===== config.mk =====
export PLATFORM = sky130hd
export DESIGN_NAME = ex_mem_result_stage_flat
export DESIGN_NICKNAME = d
export VERILOG_FILES = /design/src/rtl/ex_mem_result_stage_if.sv /design/src/rtl/ex_mem_result_stage.sv /design/src/flat_wrapper.sv
export SDC_FILE = /design/constraint.sdc
export NUM_CORES = 1
export LEC_CHECK = 0
export ABC_AREA = 0
export BUFFER_PORTS_ARGS = -buffer_cell sky130_fd_sc_hd__buf_2
export CORE_UTILIZATION = 45
export DETAILED_ROUTE_END_ITERATION = 6
export PLACE_DENSITY = 0.81
export REMOVE_ABC_BUFFERS = 1
export SLEW_MARGIN = 20
export SYNTH_ARGS = -nofsm -noshare
export SYNTH_HDL_FRONTEND = slang
export SYNTH_SLANG_ARGS = --single-unit

===== constraint.sdc =====
create_clock -name clk -period 2 [get_ports clk]
set_clock_uncertainty 0.1 [all_clocks]
set_input_delay 0.4 -clock clk [delete_from_list [all_inputs] [get_ports clk]]
set_output_delay 0.4 -clock clk [all_outputs]
set_load 0.01 [all_outputs]

===== src/rtl/ex_mem_result_stage_if.sv =====
// EX->MEM result stage bus: EX-side inputs, hazard controls and registered stage outputs.
// The master drives EX/hazard signals; the slave (the stage) drives the registered outputs.
interface ex_mem_result_stage_if #(
   parameter int unsigned DATA_W = 16,
   parameter int unsigned REG_AW = 4
);
   logic              valid_in;
   logic [3:0]        opcode_in;
   logic [DATA_W-1:0] alu_res_in;
   logic              alu_ovfl_in;
   logic [REG_AW-1:0] rd_in;
   logic              wen_in;
   logic              stall;
   logic              flush;

   logic              valid_q;
   logic [DATA_W-1:0] res_q;
   logic [REG_AW-1:0] rd_q;
   logic              wen_q;
   logic              flag_z;
   logic              flag_v;
   logic              flag_n;

   modport master (
      output valid_in, opcode_in, alu_res_in, alu_ovfl_in, rd_in, wen_in, stall, flush,
      input  valid_q, res_q, rd_q, wen_q, flag_z, flag_v, flag_n
   );

   modport slave (
      input  valid_in, opcode_in, alu_res_in, alu_ovfl_in, rd_in, wen_in, stall, flush,
      output valid_q, res_q, rd_q, wen_q, flag_z, flag_v, flag_n
   );
endinterface


===== src/rtl/ex_mem_result_stage.sv =====
// EX->MEM pipeline register for ALU results plus the architectural Z/V/N flag register.
// Flush beats stall beats capture; flags change only on capture of a flag-setting opcode.
module ex_mem_result_stage #(
   parameter int unsigned DATA_W = 16,
   parameter int unsigned REG_AW = 4
) (
   input logic                  clk,
   input logic                  rst,
   ex_mem_result_stage_if.slave bus
);

   typedef enum logic [3:0] {
      OpAdd    = 4'b0000,
      OpSub    = 4'b0001,
      OpXor    = 4'b0010,
      OpRed    = 4'b0011,
      OpSll    = 4'b0100,
      OpSra    = 4'b0101,
      OpRor    = 4'b0110,
      OpPaddsb = 4'b0111
   } alu_op_e;

   logic              stage_valid_q, stage_valid_d;
   logic [DATA_W-1:0] stage_res_q, stage_res_d;
   logic [REG_AW-1:0] stage_rd_q, stage_rd_d;
   logic              stage_wen_q, stage_wen_d;
   logic              z_q, z_d;
   logic              v_q, v_d;
   logic              n_q, n_d;

   logic capture;
   logic upd_znv;
   logic upd_z;
   logic res_zero;

   assign capture  = bus.valid_in & ~bus.stall & ~bus.flush;
   assign res_zero = (bus.alu_res_in == '0);

   // Opcodes >= 1000 are non-ALU and never touch the flags.
   always_comb begin
      upd_znv = 1'b0;
      upd_z   = 1'b0;
      case (bus.opcode_in)
         OpAdd, OpSub:               upd_znv = 1'b1;
         OpXor, OpSll, OpSra, OpRor: upd_z   = 1'b1;
         default: begin
            upd_znv = 1'b0;
            upd_z   = 1'b0;
         end
      endcase
   end

   always_comb begin
      stage_valid_d = stage_valid_q;
      stage_res_d   = stage_res_q;
      stage_rd_d    = stage_rd_q;
      stage_wen_d   = stage_wen_q;
      z_d           = z_q;
      v_d           = v_q;
      n_d           = n_q;

      if (bus.flush) begin
         stage_valid_d = 1'b0;
         stage_wen_d   = 1'b0;
      end else if (!bus.stall) begin
         if (capture) begin
            stage_valid_d = 1'b1;
            stage_res_d   = bus.alu_res_in;
            stage_rd_d    = bus.rd_in;
            stage_wen_d   = bus.wen_in;
            if (upd_znv) begin
               z_d = res_zero;
               v_d = bus.alu_ovfl_in;
               n_d = bus.alu_res_in[DATA_W-1];
            end else if (upd_z) begin
               z_d = res_zero;
            end
         end else begin
            stage_valid_d = 1'b0;
            stage_wen_d   = 1'b0;
         end
      end
   end

   always_ff @(posedge clk or posedge rst) begin
      if (rst) begin
         stage_valid_q <= 1'b0;
         stage_res_q   <= '0;
         stage_rd_q    <= '0;
         stage_wen_q   <= 1'b0;
         z_q           <= 1'b0;
         v_q           <= 1'b0;
         n_q           <= 1'b0;
      end else begin
         stage_valid_q <= stage_valid_d;
         stage_res_q   <= stage_res_d;
         stage_rd_q    <= stage_rd_d;
         stage_wen_q   <= stage_wen_d;
         z_q           <= z_d;
         v_q           <= v_d;
         n_q           <= n_d;
      end
   end

   assign bus.valid_q = stage_valid_q;
   assign bus.res_q   = stage_res_q;
   assign bus.rd_q    = stage_rd_q;
   assign bus.wen_q   = stage_wen_q & stage_valid_q;
   assign bus.flag_z  = z_q;
   assign bus.flag_v  = v_q;
   assign bus.flag_n  = n_q;

endmodule

===== src/flat_wrapper.sv =====
// flat-port wrapper written by rule: the top's interface ports become plain ports
module ex_mem_result_stage_flat 
#(
   parameter int unsigned DATA_W = 16,
   parameter int unsigned REG_AW = 4
)
  (clk, rst, bus_valid_in, bus_opcode_in, bus_alu_res_in, bus_alu_ovfl_in, bus_rd_in, bus_wen_in, bus_stall, bus_flush, bus_valid_q, bus_res_q, bus_rd_q, bus_wen_q, bus_flag_z, bus_flag_v, bus_flag_n);
  ex_mem_result_stage_if #(.DATA_W(DATA_W), .REG_AW(REG_AW)) bus_i ();
  input logic clk;
  input logic rst;
  input wire logic [$bits(bus_i.valid_in)-1:0] bus_valid_in;
  input wire logic [$bits(bus_i.opcode_in)-1:0] bus_opcode_in;
  input wire logic [$bits(bus_i.alu_res_in)-1:0] bus_alu_res_in;
  input wire logic [$bits(bus_i.alu_ovfl_in)-1:0] bus_alu_ovfl_in;
  input wire logic [$bits(bus_i.rd_in)-1:0] bus_rd_in;
  input wire logic [$bits(bus_i.wen_in)-1:0] bus_wen_in;
  input wire logic [$bits(bus_i.stall)-1:0] bus_stall;
  input wire logic [$bits(bus_i.flush)-1:0] bus_flush;
  output wire logic [$bits(bus_i.valid_q)-1:0] bus_valid_q;
  output wire logic [$bits(bus_i.res_q)-1:0] bus_res_q;
  output wire logic [$bits(bus_i.rd_q)-1:0] bus_rd_q;
  output wire logic [$bits(bus_i.wen_q)-1:0] bus_wen_q;
  output wire logic [$bits(bus_i.flag_z)-1:0] bus_flag_z;
  output wire logic [$bits(bus_i.flag_v)-1:0] bus_flag_v;
  output wire logic [$bits(bus_i.flag_n)-1:0] bus_flag_n;
  assign bus_i.valid_in = bus_valid_in;
  assign bus_i.opcode_in = bus_opcode_in;
  assign bus_i.alu_res_in = bus_alu_res_in;
  assign bus_i.alu_ovfl_in = bus_alu_ovfl_in;
  assign bus_i.rd_in = bus_rd_in;
  assign bus_i.wen_in = bus_wen_in;
  assign bus_i.stall = bus_stall;
  assign bus_i.flush = bus_flush;
  assign bus_valid_q = bus_i.valid_q;
  assign bus_res_q = bus_i.res_q;
  assign bus_rd_q = bus_i.rd_q;
  assign bus_wen_q = bus_i.wen_q;
  assign bus_flag_z = bus_i.flag_z;
  assign bus_flag_v = bus_i.flag_v;
  assign bus_flag_n = bus_i.flag_n;
  ex_mem_result_stage #(.DATA_W(DATA_W), .REG_AW(REG_AW)) u_core (.clk(clk), .rst(rst), .bus(bus_i));
endmodule

==> impl_metrics.yaml <==
synthesis:
  synth_cells: 68
  synth_area_leaders: "dfrtp_1, mux2_2, nor4_1, nor3b_4, buf_6"
  synth_common_cells: "dfrtp_1, mux2_2, nor4_1"
  synth-seq-area-share_pct: 61.9
  yosysTopAreaCell: "dfrtp_1"
  ys_seq_elements: 25
  syn-cell-area_um2: 1010
  avgSynthCellArea_um2: 14.9
  synth_cell_type_count: 16
  yosysMostFrequentCell: "dfrtp_1"
  synth_edf_count: 0
  synth-main-ff-cell: "dfrtp_1"
  synth_top_area_share_pct: 61.9
  ys_warn_count: 0
  ys_async_sr_fraction_pct: 100
timing:
  fin_crit_sh_pct: 75.1
  rsz0062_at_grt: "no"
  max_slew_margin_pct: 78.4
  max_freq_ghz: 0.666
  tns_ps: 0
  worst_pin_slew_ps: 321
  fin_crit_ps: 1500
  setup-violations-final: 0
  slew_violations: 0
  finalHoldViolCount: 0
  fin_hold_ws_ps: 9.97
route:
  wl_per_cell_um: 13.9
  viasPerCell: 5.04
  dr.pass1.iters: 4
  vias: 776
  wirelength_mm: 2.14
  drc: 0
  ant_nets: 0
  first_iter_violations: 2
power_and_ir_drop:
  peakVddDrop_uv: 673
  power_uw: 1140
  p_leak_uw: 0.000680
  powerDensity_nw_per_um2: 851
floorplan:
  start_util_pct: 49.5
  io_pins: 56
  die_x_um: 49.4
  rows: 16
  fp.dieArea_um2: 2440
  die_h_um: 49.4
  core_area_um2: 2040
global_route:
  first_global_vias: 795
  grt.overflow.total: 0
  grt_first_pass_wirelength_mm: 3.43
  antenna_found_initial: 0
  grt_max_degree: 26
  grt_usage_pct: 18.9
placement:
  dp_hpwl_mm: 1.64
  gp_congestion: 0.635
  dp_cells: 150
  io_buffers: 55
clock_tree:
  clk-insertion-delay-late_ps: 310
  cts_inserted_buffers: 3
  htree_levels: 1
  clk_pin_slew_worst_paths_ps: 130
  cts.repair.resized: 0
  cts_tree: "built"
  cts_setup_buffers: 0
  root_buffer: "clkbuf_4"
  hold_buffers: 0
  clock_path_buffers: 2
  clock_sinks: 25
cells_and_area:
  finalNonFillerCells: 154
  finalNetCount: 159
  diodes: 0
  syn_to_final_growth_pct: 32.8
  layout-drive-gt1-share_pct: 65.4
run_status:
  outcome: "finished, final reports clean"
worst_setup_path:
  cp_max_fo: 3
  critical_path_class: "reg2out"
  end_kind: "primary output"
  start_kind: "flip-flop"
  critPathLaunch: "u_core.bus.valid_q"
  required_ps: 1500
  arrival_ps: 1000
  timing.rr.start: "u_core.bus.res_q[10]"
run:
  drv_cap: 0
min_path:
  min_path_type: "in2async"
==> layout make-up <==
cell class              instances  area, µm²
multi-input cells              39        359
clock buffers                   4       26.3
inverters                       2       7.51
fillers                       170        699
flip-flops and latches         25        626
repair buffers                 57        290
well taps                      27       33.8
==> where the power goes <==
part           internal, µW  leakage (µW)  switching (µW)
sequential              593      0.000303            44.4
combinational           153      0.000362             133
clock                  77.8     0.0000150             141
==> cell families (layout without fill, tap and decap cells) <==
logic type | Yosys count | count (layout) | share of synthesized area (%)
DFF | 25 | 25 | 61.9
muxes | 23 | 23 | 25.5
and+or+nand+nor | 13 | 13 | 8.29
buffers and inverters | 4 | 63 | 2.60
AOI/OAI and AO/OA | 3 | 3 | 1.73
==> layout by cell type (no fill, tap or decap), drive strengths merged <==
| cell | Yosys | layout |
|---|---|---|
| a21oi | 2 | 2 |
| a22oi | 1 | 1 |
| and2 | 1 | 1 |
| and2b | 1 | 1 |
| buf | 2 | 57 |
| clkbuf | 0 | 4 |
| dfrtp | 25 | 25 |
| inv | 2 | 2 |
| mux2 | 22 | 22 |
| mux2i | 1 | 1 |
| nand2 | 2 | 2 |
| nand4 | 1 | 1 |
| nor2 | 2 | 2 |
| nor3 | 1 | 1 |
| nor3b | 1 | 1 |
| nor4 | 4 | 4 |
==> per-layer routing <==
| layer | vias up | track usage, % | share of wire [%] | wire length (µm) |
|---|---|---|---|---|
| li1 | 363 | - | - | - |
| met2 | 25 | 34.9 | 55 | 1190 |
| met4 | 0 | 7.14 | 0.37 | 8 |
| met1 | 386 | 22.3 | 40 | 853 |
| met3 | 2 | 1.87 | 4.3 | 93 |
| met5 | - | 0 | 0 | 0 |
==> worst paths after layout <==
kind,endpoint,depth (start not counted),slack [ps]
worst min-delay path,u_core.bus.rd_q[1],3,10
max in group asynchronous,u_core.bus.res_q[10],3,1560
worst max-delay path,bus_wen_q,2,500
worst min register to register,u_core.bus.res_q[3],1,420
worst max register to register,u_core.bus.res_q[10],1,1110
min in group clk,u_core.bus.valid_q,2,190
==> worst max-delay path: stages (launching register included) <==
cell	delay, ps
dfrtp_1	410
and2_1	150
buf_2	130
==> stage by stage <==
stage,utilization (%),setup WS (ps),instance area (µm²)
final,65.7,499,1340
after global placement,64.5,381,1320
after global routing,65.7,451,1340
after detailed placement,64.5,332,1320
after floorplan,-,272,992
after CTS,65.7,489,1340
==> flip-flops by register name (all words and copies together), names as in the netlist <==
register	count
u_core.bus.rd_q	4
u_core.bus.flag_z	1
u_core.bus.valid_q	1
u_core.stage_wen_q	1
u_core.bus.res_q	16
u_core.bus.flag_n	1
u_core.bus.flag_v	1
Note: power is estimated with default switching activity, not from simulation.
